===== config.mk =====
export PLATFORM = sky130hd
export DESIGN_NAME = fp_add_pipe
export DESIGN_NICKNAME = d
export VERILOG_FILES = /design/src/rtl/fp_add_pipe.sv
export SDC_FILE = /design/constraint.sdc
export NUM_CORES = 1
export LEC_CHECK = 0
export ABC_AREA = 1
export BUFFER_PORTS_ARGS = -buffer_cell sky130_fd_sc_hd__buf_2
export CORE_MARGIN = 1
export CORE_UTILIZATION = 36
export CTS_BUF_LIST = sky130_fd_sc_hd__clkbuf_2
export CTS_CLUSTER_SIZE = 25
export DETAILED_ROUTE_END_ITERATION = 16
export GPL_TIMING_DRIVEN = 0
export HOLD_SLACK_MARGIN = 0.02
export PLACE_DENSITY = 0.51
export SYNTH_ARGS = -nofsm -noshare
export SYNTH_HDL_FRONTEND = slang
export SYNTH_SLANG_ARGS = --single-unit

===== constraint.sdc =====
create_clock -name clk -period 16.8 [get_ports clk]
set_input_delay 5.04 -clock clk [delete_from_list [all_inputs] [get_ports clk]]
set_output_delay 5.04 -clock clk [all_outputs]
set_load 0.02 [all_outputs]

===== src/rtl/fp_add_pipe.sv =====
// rtl/fp_add_pipe.sv - 4-stage pipelined IEEE-754 adder (RNE, flush-to-zero, valid/ready)
// Define FP_ADD_SUB_OP_EN to add the in_op port (1 = compute A-B).
module fp_add_pipe #(
  parameter int EXP_W = 8,
  parameter int MAN_W = 23,
  localparam int W = 1 + EXP_W + MAN_W
) (
  input  logic         clk,
  input  logic         rst,
  input  logic         in_valid,
  output logic         in_ready,
  input  logic [W-1:0] in_a,
  input  logic [W-1:0] in_b,
`ifdef FP_ADD_SUB_OP_EN
  input  logic         in_op,
`endif
  output logic         out_valid,
  input  logic         out_ready,
  output logic [W-1:0] out_sum,
  output logic [2:0]   out_flags
);

  localparam int SIG_W = MAN_W + 1;
  localparam int ALN_W = MAN_W + 4;
  localparam int SUM_W = MAN_W + 5;
  localparam int SH_W  = $clog2(ALN_W);
  localparam int LZ_W  = $clog2(SUM_W + 1);
  localparam int EW2   = EXP_W + 2;
  localparam logic [EXP_W-1:0] EMAX = '1;
  localparam logic [W-1:0] QNAN = {1'b0, EMAX, 1'b1, {(MAN_W-1){1'b0}}};

  logic adv;
  logic b_neg;

`ifdef FP_ADD_SUB_OP_EN
  assign b_neg = in_op;
`else
  assign b_neg = 1'b0;
`endif

  assign in_ready = ~(out_valid & ~out_ready);
  assign adv      = in_ready;

  // S1 unpack / classify / swap
  logic [EXP_W-1:0] ea, eb;
  logic             a_zero, b_zero, a_nan, b_nan, a_inf, b_inf, a_big;
  logic [W-2:0]     mag_a, mag_b, mag_big, mag_sml;
  logic             c1_sb, c1_sign, c1_sub, c1_spec;
  logic [EXP_W-1:0] c1_exp, c1_d;
  logic [SIG_W-1:0] c1_big_sig, c1_sml_sig;
  logic [W-1:0]     c1_spec_res;
  logic [2:0]       c1_spec_flags;

  always_comb begin
    c1_sb      = in_b[W-1] ^ b_neg;
    ea         = in_a[W-2:MAN_W];
    eb         = in_b[W-2:MAN_W];
    a_zero     = (ea == '0);
    b_zero     = (eb == '0);
    a_nan      = (ea == EMAX) && (in_a[MAN_W-1:0] != '0);
    b_nan      = (eb == EMAX) && (in_b[MAN_W-1:0] != '0);
    a_inf      = (ea == EMAX) && (in_a[MAN_W-1:0] == '0);
    b_inf      = (eb == EMAX) && (in_b[MAN_W-1:0] == '0);
    mag_a      = a_zero ? '0 : in_a[W-2:0];
    mag_b      = b_zero ? '0 : in_b[W-2:0];
    a_big      = (mag_a >= mag_b);
    mag_big    = a_big ? mag_a : mag_b;
    mag_sml    = a_big ? mag_b : mag_a;
    c1_sign    = a_big ? in_a[W-1] : c1_sb;
    c1_sub     = in_a[W-1] ^ c1_sb;
    c1_exp     = mag_big[W-2:MAN_W];
    c1_d       = mag_big[W-2:MAN_W] - mag_sml[W-2:MAN_W];
    // Flushed operands have a zero exponent, so the hidden bit comes out 0.
    c1_big_sig = {|mag_big[W-2:MAN_W], mag_big[MAN_W-1:0]};
    c1_sml_sig = {|mag_sml[W-2:MAN_W], mag_sml[MAN_W-1:0]};

    c1_spec       = 1'b1;
    c1_spec_res   = QNAN;
    c1_spec_flags = 3'b000;
    if (a_nan || b_nan) begin
      c1_spec_res = QNAN;
    end else if (a_inf && b_inf && (in_a[W-1] != c1_sb)) begin
      c1_spec_flags = 3'b001;
    end else if (a_inf) begin
      c1_spec_res = {in_a[W-1], EMAX, {MAN_W{1'b0}}};
    end else if (b_inf) begin
      c1_spec_res = {c1_sb, EMAX, {MAN_W{1'b0}}};
    end else if (a_zero && b_zero) begin
      c1_spec_res = {in_a[W-1] & c1_sb, {(W-1){1'b0}}};
    end else begin
      c1_spec = 1'b0;
    end
  end

  logic             s1_v, s1_sign, s1_sub, s1_spec;
  logic [EXP_W-1:0] s1_exp, s1_d;
  logic [SIG_W-1:0] s1_big_sig, s1_sml_sig;
  logic [W-1:0]     s1_spec_res;
  logic [2:0]       s1_spec_flags;

  // S2 align with guard/round/sticky
  logic [SH_W-1:0]  c2_sh;
  logic [ALN_W-1:0] c2_ext, c2_aligned, c2_sml;
  logic             c2_lost;

  always_comb begin
    c2_sh      = (int'(s1_d) > MAN_W + 3) ? SH_W'(MAN_W + 3) : SH_W'(s1_d);
    c2_ext     = {s1_sml_sig, 3'b000};
    c2_aligned = c2_ext >> c2_sh;
    c2_lost    = |(c2_ext & ~({ALN_W{1'b1}} << c2_sh));
    c2_sml     = c2_aligned | {{(ALN_W-1){1'b0}}, c2_lost};
  end

  logic             s2_v, s2_sign, s2_sub, s2_spec;
  logic [EXP_W-1:0] s2_exp;
  logic [ALN_W-1:0] s2_big, s2_sml;
  logic [W-1:0]     s2_spec_res;
  logic [2:0]       s2_spec_flags;

  // S3 add/subtract and leading-zero count; big >= small so the result is never negative
  logic [SUM_W-1:0] c3_sum;
  logic [LZ_W-1:0]  c3_lz;

  always_comb begin
    c3_sum = s2_sub ? ({1'b0, s2_big} - {1'b0, s2_sml}) : ({1'b0, s2_big} + {1'b0, s2_sml});
    c3_lz  = LZ_W'(SUM_W);
    for (int i = 0; i < SUM_W; i++) begin
      if (c3_sum[i]) c3_lz = LZ_W'(SUM_W - 1 - i);
    end
  end

  logic             s3_v, s3_sign, s3_spec;
  logic [EXP_W-1:0] s3_exp;
  logic [SUM_W-1:0] s3_sum;
  logic [LZ_W-1:0]  s3_lz;
  logic [W-1:0]     s3_spec_res;
  logic [2:0]       s3_spec_flags;

  // S4 normalise (leading one to the MSB), round to nearest even, pack
  logic [SUM_W-1:0] c4_norm;
  logic             c4_g, c4_st, c4_rnd, c4_carry;
  logic [SIG_W-1:0] c4_sig;
  logic [EW2-1:0]   c4_exp;
  logic [W-1:0]     c4_sum;
  logic [2:0]       c4_flags;

  always_comb begin
    c4_norm  = s3_sum << s3_lz;
    c4_g     = c4_norm[3];
    c4_st    = |c4_norm[2:0];
    c4_rnd   = c4_g & (c4_st | c4_norm[4]);
    c4_sig   = c4_norm[SUM_W-1:4] + {{MAN_W{1'b0}}, c4_rnd};
    // A rounding carry wraps the significand to zero, clearing the hidden bit.
    c4_carry = ~c4_sig[MAN_W];
    c4_exp   = EW2'(s3_exp) + EW2'(1) - EW2'(s3_lz) + EW2'(c4_carry);

    c4_sum   = {s3_sign, c4_exp[EXP_W-1:0], c4_sig[MAN_W-1:0]};
    c4_flags = {1'b0, c4_g | c4_st, 1'b0};
    if (s3_spec) begin
      c4_sum   = s3_spec_res;
      c4_flags = s3_spec_flags;
    end else if (s3_sum == '0) begin
      c4_sum   = '0;
      c4_flags = 3'b000;
    end else if (c4_exp[EW2-1] || (c4_exp == '0)) begin
      c4_sum   = {s3_sign, {(W-1){1'b0}}};
      c4_flags = 3'b010;
    end else if (c4_exp >= EW2'(EMAX)) begin
      c4_sum   = {s3_sign, EMAX, {MAN_W{1'b0}}};
      c4_flags = 3'b110;
    end
  end

  always_ff @(posedge clk or posedge rst) begin
    if (rst) begin
      s1_v <= 1'b0; s1_sign <= 1'b0; s1_sub <= 1'b0; s1_spec <= 1'b0;
      s1_exp <= '0; s1_d <= '0; s1_big_sig <= '0; s1_sml_sig <= '0;
      s1_spec_res <= '0; s1_spec_flags <= '0;
      s2_v <= 1'b0; s2_sign <= 1'b0; s2_sub <= 1'b0; s2_spec <= 1'b0;
      s2_exp <= '0; s2_big <= '0; s2_sml <= '0;
      s2_spec_res <= '0; s2_spec_flags <= '0;
      s3_v <= 1'b0; s3_sign <= 1'b0; s3_spec <= 1'b0;
      s3_exp <= '0; s3_sum <= '0; s3_lz <= '0;
      s3_spec_res <= '0; s3_spec_flags <= '0;
      out_valid <= 1'b0; out_sum <= '0; out_flags <= '0;
    end else if (adv) begin
      s1_v          <= in_valid;
      s1_sign       <= c1_sign;
      s1_sub        <= c1_sub;
      s1_spec       <= c1_spec;
      s1_exp        <= c1_exp;
      s1_d          <= c1_d;
      s1_big_sig    <= c1_big_sig;
      s1_sml_sig    <= c1_sml_sig;
      s1_spec_res   <= c1_spec_res;
      s1_spec_flags <= c1_spec_flags;

      s2_v          <= s1_v;
      s2_sign       <= s1_sign;
      s2_sub        <= s1_sub;
      s2_spec       <= s1_spec;
      s2_exp        <= s1_exp;
      s2_big        <= {s1_big_sig, 3'b000};
      s2_sml        <= c2_sml;
      s2_spec_res   <= s1_spec_res;
      s2_spec_flags <= s1_spec_flags;

      s3_v          <= s2_v;
      s3_sign       <= s2_sign;
      s3_spec       <= s2_spec;
      s3_exp        <= s2_exp;
      s3_sum        <= c3_sum;
      s3_lz         <= c3_lz;
      s3_spec_res   <= s2_spec_res;
      s3_spec_flags <= s2_spec_flags;

      out_valid <= s3_v;
      if (s3_v) begin
        out_sum   <= c4_sum;
        out_flags <= c4_flags;
      end
    end
  end

endmodule

==> impl_metrics.py <==
metrics = {
    "placed_design": {
        "buffer_ports.inserted": 104,
        "postPlaceCellArea_sq_um": 17900,
        "dpl.hpwl_um": 48000,
        "globalplace.congestion": 0.926,
        "placed_instances": 3156,
    },
    "clock_network": {
        "post-cts-setup-buffers": 0,
        "cts_tree": "done",
        "cts.path.max_buffers": 3,
        "clk_latency_ps": 1000,
        "clock_tree.htree_level_count": 3,
        "clock_sink_count": 223,
        "clock_tree.root_cell": "sky130_fd_sc_hd__clkbuf_2",
        "cts_made_buffers": 66,
        "cts_hold_buf": 0,
        "worst_setup_hold_path_clk_slew_ps": 90,
        "ctsResizeCount": 0,
    },
    "timing": {
        "rsz_0062_raised_after_global_routing": "no",
        "finalMaxSlewViolations": 0,
        "fmax_mhz": 83.2,
        "final-setup-viol-count": 0,
        "final_hold_viol_count": 0,
        "remaining_max_slew_budget_at_the_tightest_pin_pct": 32.2,
        "layout_worst_path_cycle_share_pct": 71.5,
        "tightestPinTransition_ps": 1020,
        "period_needed_ps": 12020,
        "tns_ps": 0,
        "worst_clock_skew_ps": 128,
    },
    "min_path": {
        "path_type_of_the_worst_min_delay_path": "reg2reg",
        "worstHoldEndpoint": "s2_big[18]",
        "worst_hold_stages": 2,
        "hold_start": "s1_big_sig[15]",
    },
    "drt": {
        "detail_route.drc_violations": 0,
        "drt-pass1-iter-count": 7,
        "avgRoutedWirePerCell_um": 18.2,
        "drt-initial-drc-count": 1128,
        "detailroute.via_count": 16900,
        "route.detailed.vias_per_inst": 5.18,
        "totalWireLength_um": 59600,
        "antenna_violating_nets_post_route": 0,
    },
    "critical_path": {
        "critPathCaptureType": "output pin",
        "critical_path.reg2reg.endpoint": "out_sum[0]",
        "worst-endpoint-arrival_ps": 6980,
        "cp_data_required_time_ps": 11760,
        "regToRegSetupSlack_ps": 10540,
        "rr_worst_depth": 33,
        "worstPathMaxFanout": 10,
        "critical_path_class": "in2out",
        "reg2reg_from": "s3_lz[0]",
        "worst_setup_path_start_kind": "primary input",
    },
    "logic_synthesis": {
        "mappedNetlistArea_sq_um": 16600,
        "postSynthNetCount": 2618,
        "synth.distinct_cells": 59,
        "asyncSetResetFlopFracSynth_pct": 100,
        "number_of_warnings_printed_during_yosys_synthesis": 0,
        "postSynthAreaPerCell_sq_um": 6.79,
        "synth_edf_count": 0,
        "synthesis_stage_register_bit_count": 223,
        "synthesis.instances": 2451,
        "postSynth.topFlopCell": "sky130_fd_sc_hd__dfrtp_1",
        "seq_area_frac_synth_pct": 33.5,
    },
    "global_routing": {
        "groute.usage.overall_pct": 25.5,
        "grt_first_pass_wirelength_um": 92500,
        "vias_in_the_first_global_route": 16300,
        "overflow_left_after_global_routing": 0,
        "number_of_antenna_violations_at_the_first_check_in_global_routing": 1,
        "grt_start_max_net_pins": 116,
    },
    "cells_and_area": {
        "final_design_area_no_fill_sq_um": 18600,
        "layout-drive-gt1-share_pct": 10.2,
        "final_cells": 3270,
        "multiInputGateArea_sq_um": 9490,
        "syn_to_final_growth_pct": 11.7,
        "nets": 2791,
        "regArea_sq_um": 5580,
        "fillers": 5023,
        "postLayoutCoreUtil_pct": 40.9,
    },
    "power": {
        "totalPowerFinal_mw": 3.62,
        "power_density_nw_per_um2": 195,
        "p_leak_nw": 9.30,
        "ir_worst_vdd_v": 0.0000836,
    },
    "run": {
        "cap_viol_max_count": 0,
    },
    "floorplan": {
        "die_w_um": 217,
        "design.core.area_sq_um": 45500,
        "dieHeight_um": 217,
        "floorplan.die_area_sq_um": 47100,
        "rows": 78,
        "initial_utilization_pct": 36.6,
        "design.portCount": 105,
    },
    "status": {
        "status": "finished, final reports clean",
    },
}
[worst max-delay path, cell delays in order]
cell and delay [ps]:
sky130_fd_sc_hd__buf_2 110, sky130_fd_sc_hd__nor2_1 60, sky130_fd_sc_hd__clkbuf_1 340, sky130_fd_sc_hd__inv_1 160, sky130_fd_sc_hd__clkbuf_1 400, sky130_fd_sc_hd__clkbuf_1 570, sky130_fd_sc_hd__buf_2 280
[cells in the final DEF, fill, tap and decap left out, types with 37 or more instances in the layout]
master | Yosys | routed
sky130_fd_sc_hd__ha_1 | 96 | 96
sky130_fd_sc_hd__clkbuf_1 | 96 | 96
sky130_fd_sc_hd__dfrtp_1 | 223 | 223
sky130_fd_sc_hd__o21ai_1 | 37 | 37
sky130_fd_sc_hd__nor2_1 | 151 | 151
sky130_fd_sc_hd__o21ai_0 | 315 | 315
sky130_fd_sc_hd__buf_2 | 11 | 115
sky130_fd_sc_hd__clkbuf_2 | 0 | 90
sky130_fd_sc_hd__nand2_1 | 729 | 729
sky130_fd_sc_hd__inv_1 | 265 | 264
sky130_fd_sc_hd__nand3_1 | 87 | 87
sky130_fd_sc_hd__a21oi_1 | 139 | 139
[cells by family (layout without fill, tap and decap cells)]
logic type               Yosys count  count (layout)  share of synthesized area [%]
AO/OA/AOI/OAI                    613             613                           20.5
XOR/XNOR                          27              27                           1.42
adder cells (fa/ha/maj)           99              99                           7.58
buffers and inverters            402             620                           9.44
flip-flops                       223             223                           33.5
multiplexers                      18              18                           1.08
other                              0               1                              0
AND/OR/NAND/NOR                 1069            1069                           26.5
[how the worst max path moves through the flow]
| stage | from | to | slack [ps] | cells after the start |
|---|---|---|---|---|
| 2_1_floorplan | rst | out_flags[0] | 5650 | 1 |
| 3_3_place_gp | rst | s1_sml_sig[23] | 2740 | 2 |
| 3_5_place_dp | out_ready | in_ready | 4750 | 7 |
| 4_1_cts | out_ready | in_ready | 4750 | 7 |
| 5_1_grt | out_ready | in_ready | 4560 | 7 |
| 6_report | out_ready | in_ready | 4780 | 7 |
[final cells by class]
class                      instances  share of cell area, %
multi-input combinational       1826                   51.1
sequential                       223                   30.0
inverter                         276                   5.62
tap                              600                   4.04
timing repair buffer             105                   2.95
buffer                           126                   2.88
clock buffer                      90                   2.42
clock inverter                    23                  0.990
antenna                            1                 0.0135
[stage by stage]
| step | hold slack [ps] | worst slack (ps) |
|---|---|---|
| finish | 403 | 4780 |
| global route | 412 | 4560 |
| CTS | 391 | 4750 |
| detailed placement | 455 | 4750 |
| global placement | 454 | 2740 |
| floorplan | 432 | 5650 |
[registers in the layout, summed over array words and instances (netlist names), 3 cells and up]
signal	count
out_flags	3
out_sum	32
s1_big_sig	24
s1_d	8
s1_exp	8
s1_sml_sig	24
s1_spec_res	3
s2_big	24
s2_exp	8
s2_sml	27
s2_spec_res	3
s3_exp	8
s3_lz	5
s3_spec_res	3
s3_sum	28
[cells in the mapped netlist (4+ instances only)]
cell type / count / area (sq um)
sky130_fd_sc_hd__inv_2: 9 / 33.8
sky130_fd_sc_hd__or2_2: 8 / 50.1
sky130_fd_sc_hd__o2111ai_1: 4 / 35.0
sky130_fd_sc_hd__ha_1: 96 / 1200
sky130_fd_sc_hd__o21ai_0: 315 / 1580
sky130_fd_sc_hd__dfrtp_1: 223 / 5580
sky130_fd_sc_hd__o21ai_1: 37 / 185
sky130_fd_sc_hd__nor2_2: 8 / 50.1
sky130_fd_sc_hd__o21ai_2: 7 / 61.3
sky130_fd_sc_hd__inv_1: 265 / 995
sky130_fd_sc_hd__xor2_1: 26 / 228
sky130_fd_sc_hd__a211oi_1: 6 / 45.0
sky130_fd_sc_hd__o21bai_1: 7 / 52.6
sky130_fd_sc_hd__o211ai_1: 12 / 90.1
sky130_fd_sc_hd__and2_1: 5 / 31.3
sky130_fd_sc_hd__nand3_1: 87 / 435
sky130_fd_sc_hd__o21a_1: 5 / 37.5
sky130_fd_sc_hd__nand2_1: 729 / 2740
sky130_fd_sc_hd__buf_2: 11 / 55.1
sky130_fd_sc_hd__buf_4: 5 / 37.5
sky130_fd_sc_hd__o22ai_1: 28 / 175
sky130_fd_sc_hd__nand4_1: 30 / 188
sky130_fd_sc_hd__mux2i_1: 18 / 180
sky130_fd_sc_hd__a21oi_1: 139 / 696
sky130_fd_sc_hd__nor4_1: 15 / 93.8
sky130_fd_sc_hd__buf_1: 10 / 37.5
sky130_fd_sc_hd__buf_6: 4 / 45.0
sky130_fd_sc_hd__nor2_1: 151 / 567
sky130_fd_sc_hd__a32o_1: 13 / 130
sky130_fd_sc_hd__nor3_1: 18 / 90.1
sky130_fd_sc_hd__nand3b_1: 4 / 30.0
sky130_fd_sc_hd__clkbuf_1: 96 / 360
sky130_fd_sc_hd__a22oi_1: 4 / 30.0
sky130_fd_sc_hd__o31ai_1: 7 / 52.6
sky130_fd_sc_hd__a31oi_1: 8 / 50.1
[routing by layer]
metal / GRT usage [%] / routed length [um] / vias to the layer above
met5: 0 / 0 / -
met4: 10.8 / 2270 / 0
met3: 3.38 / 2230 / 97
met2: 43.2 / 28300 / 420
met1: 32.5 / 26800 / 7943
li1: - / - / 8477
[report_power, final]
group	switching, mW	internal (mW)	leakage (nW)
Clock	0.253	0.192	0.461
Combinational	1.56	0.698	6.10
Sequential	0.177	0.742	2.73
Total	1.99	1.63	9.30
Power figures use the tool's default switching activity.
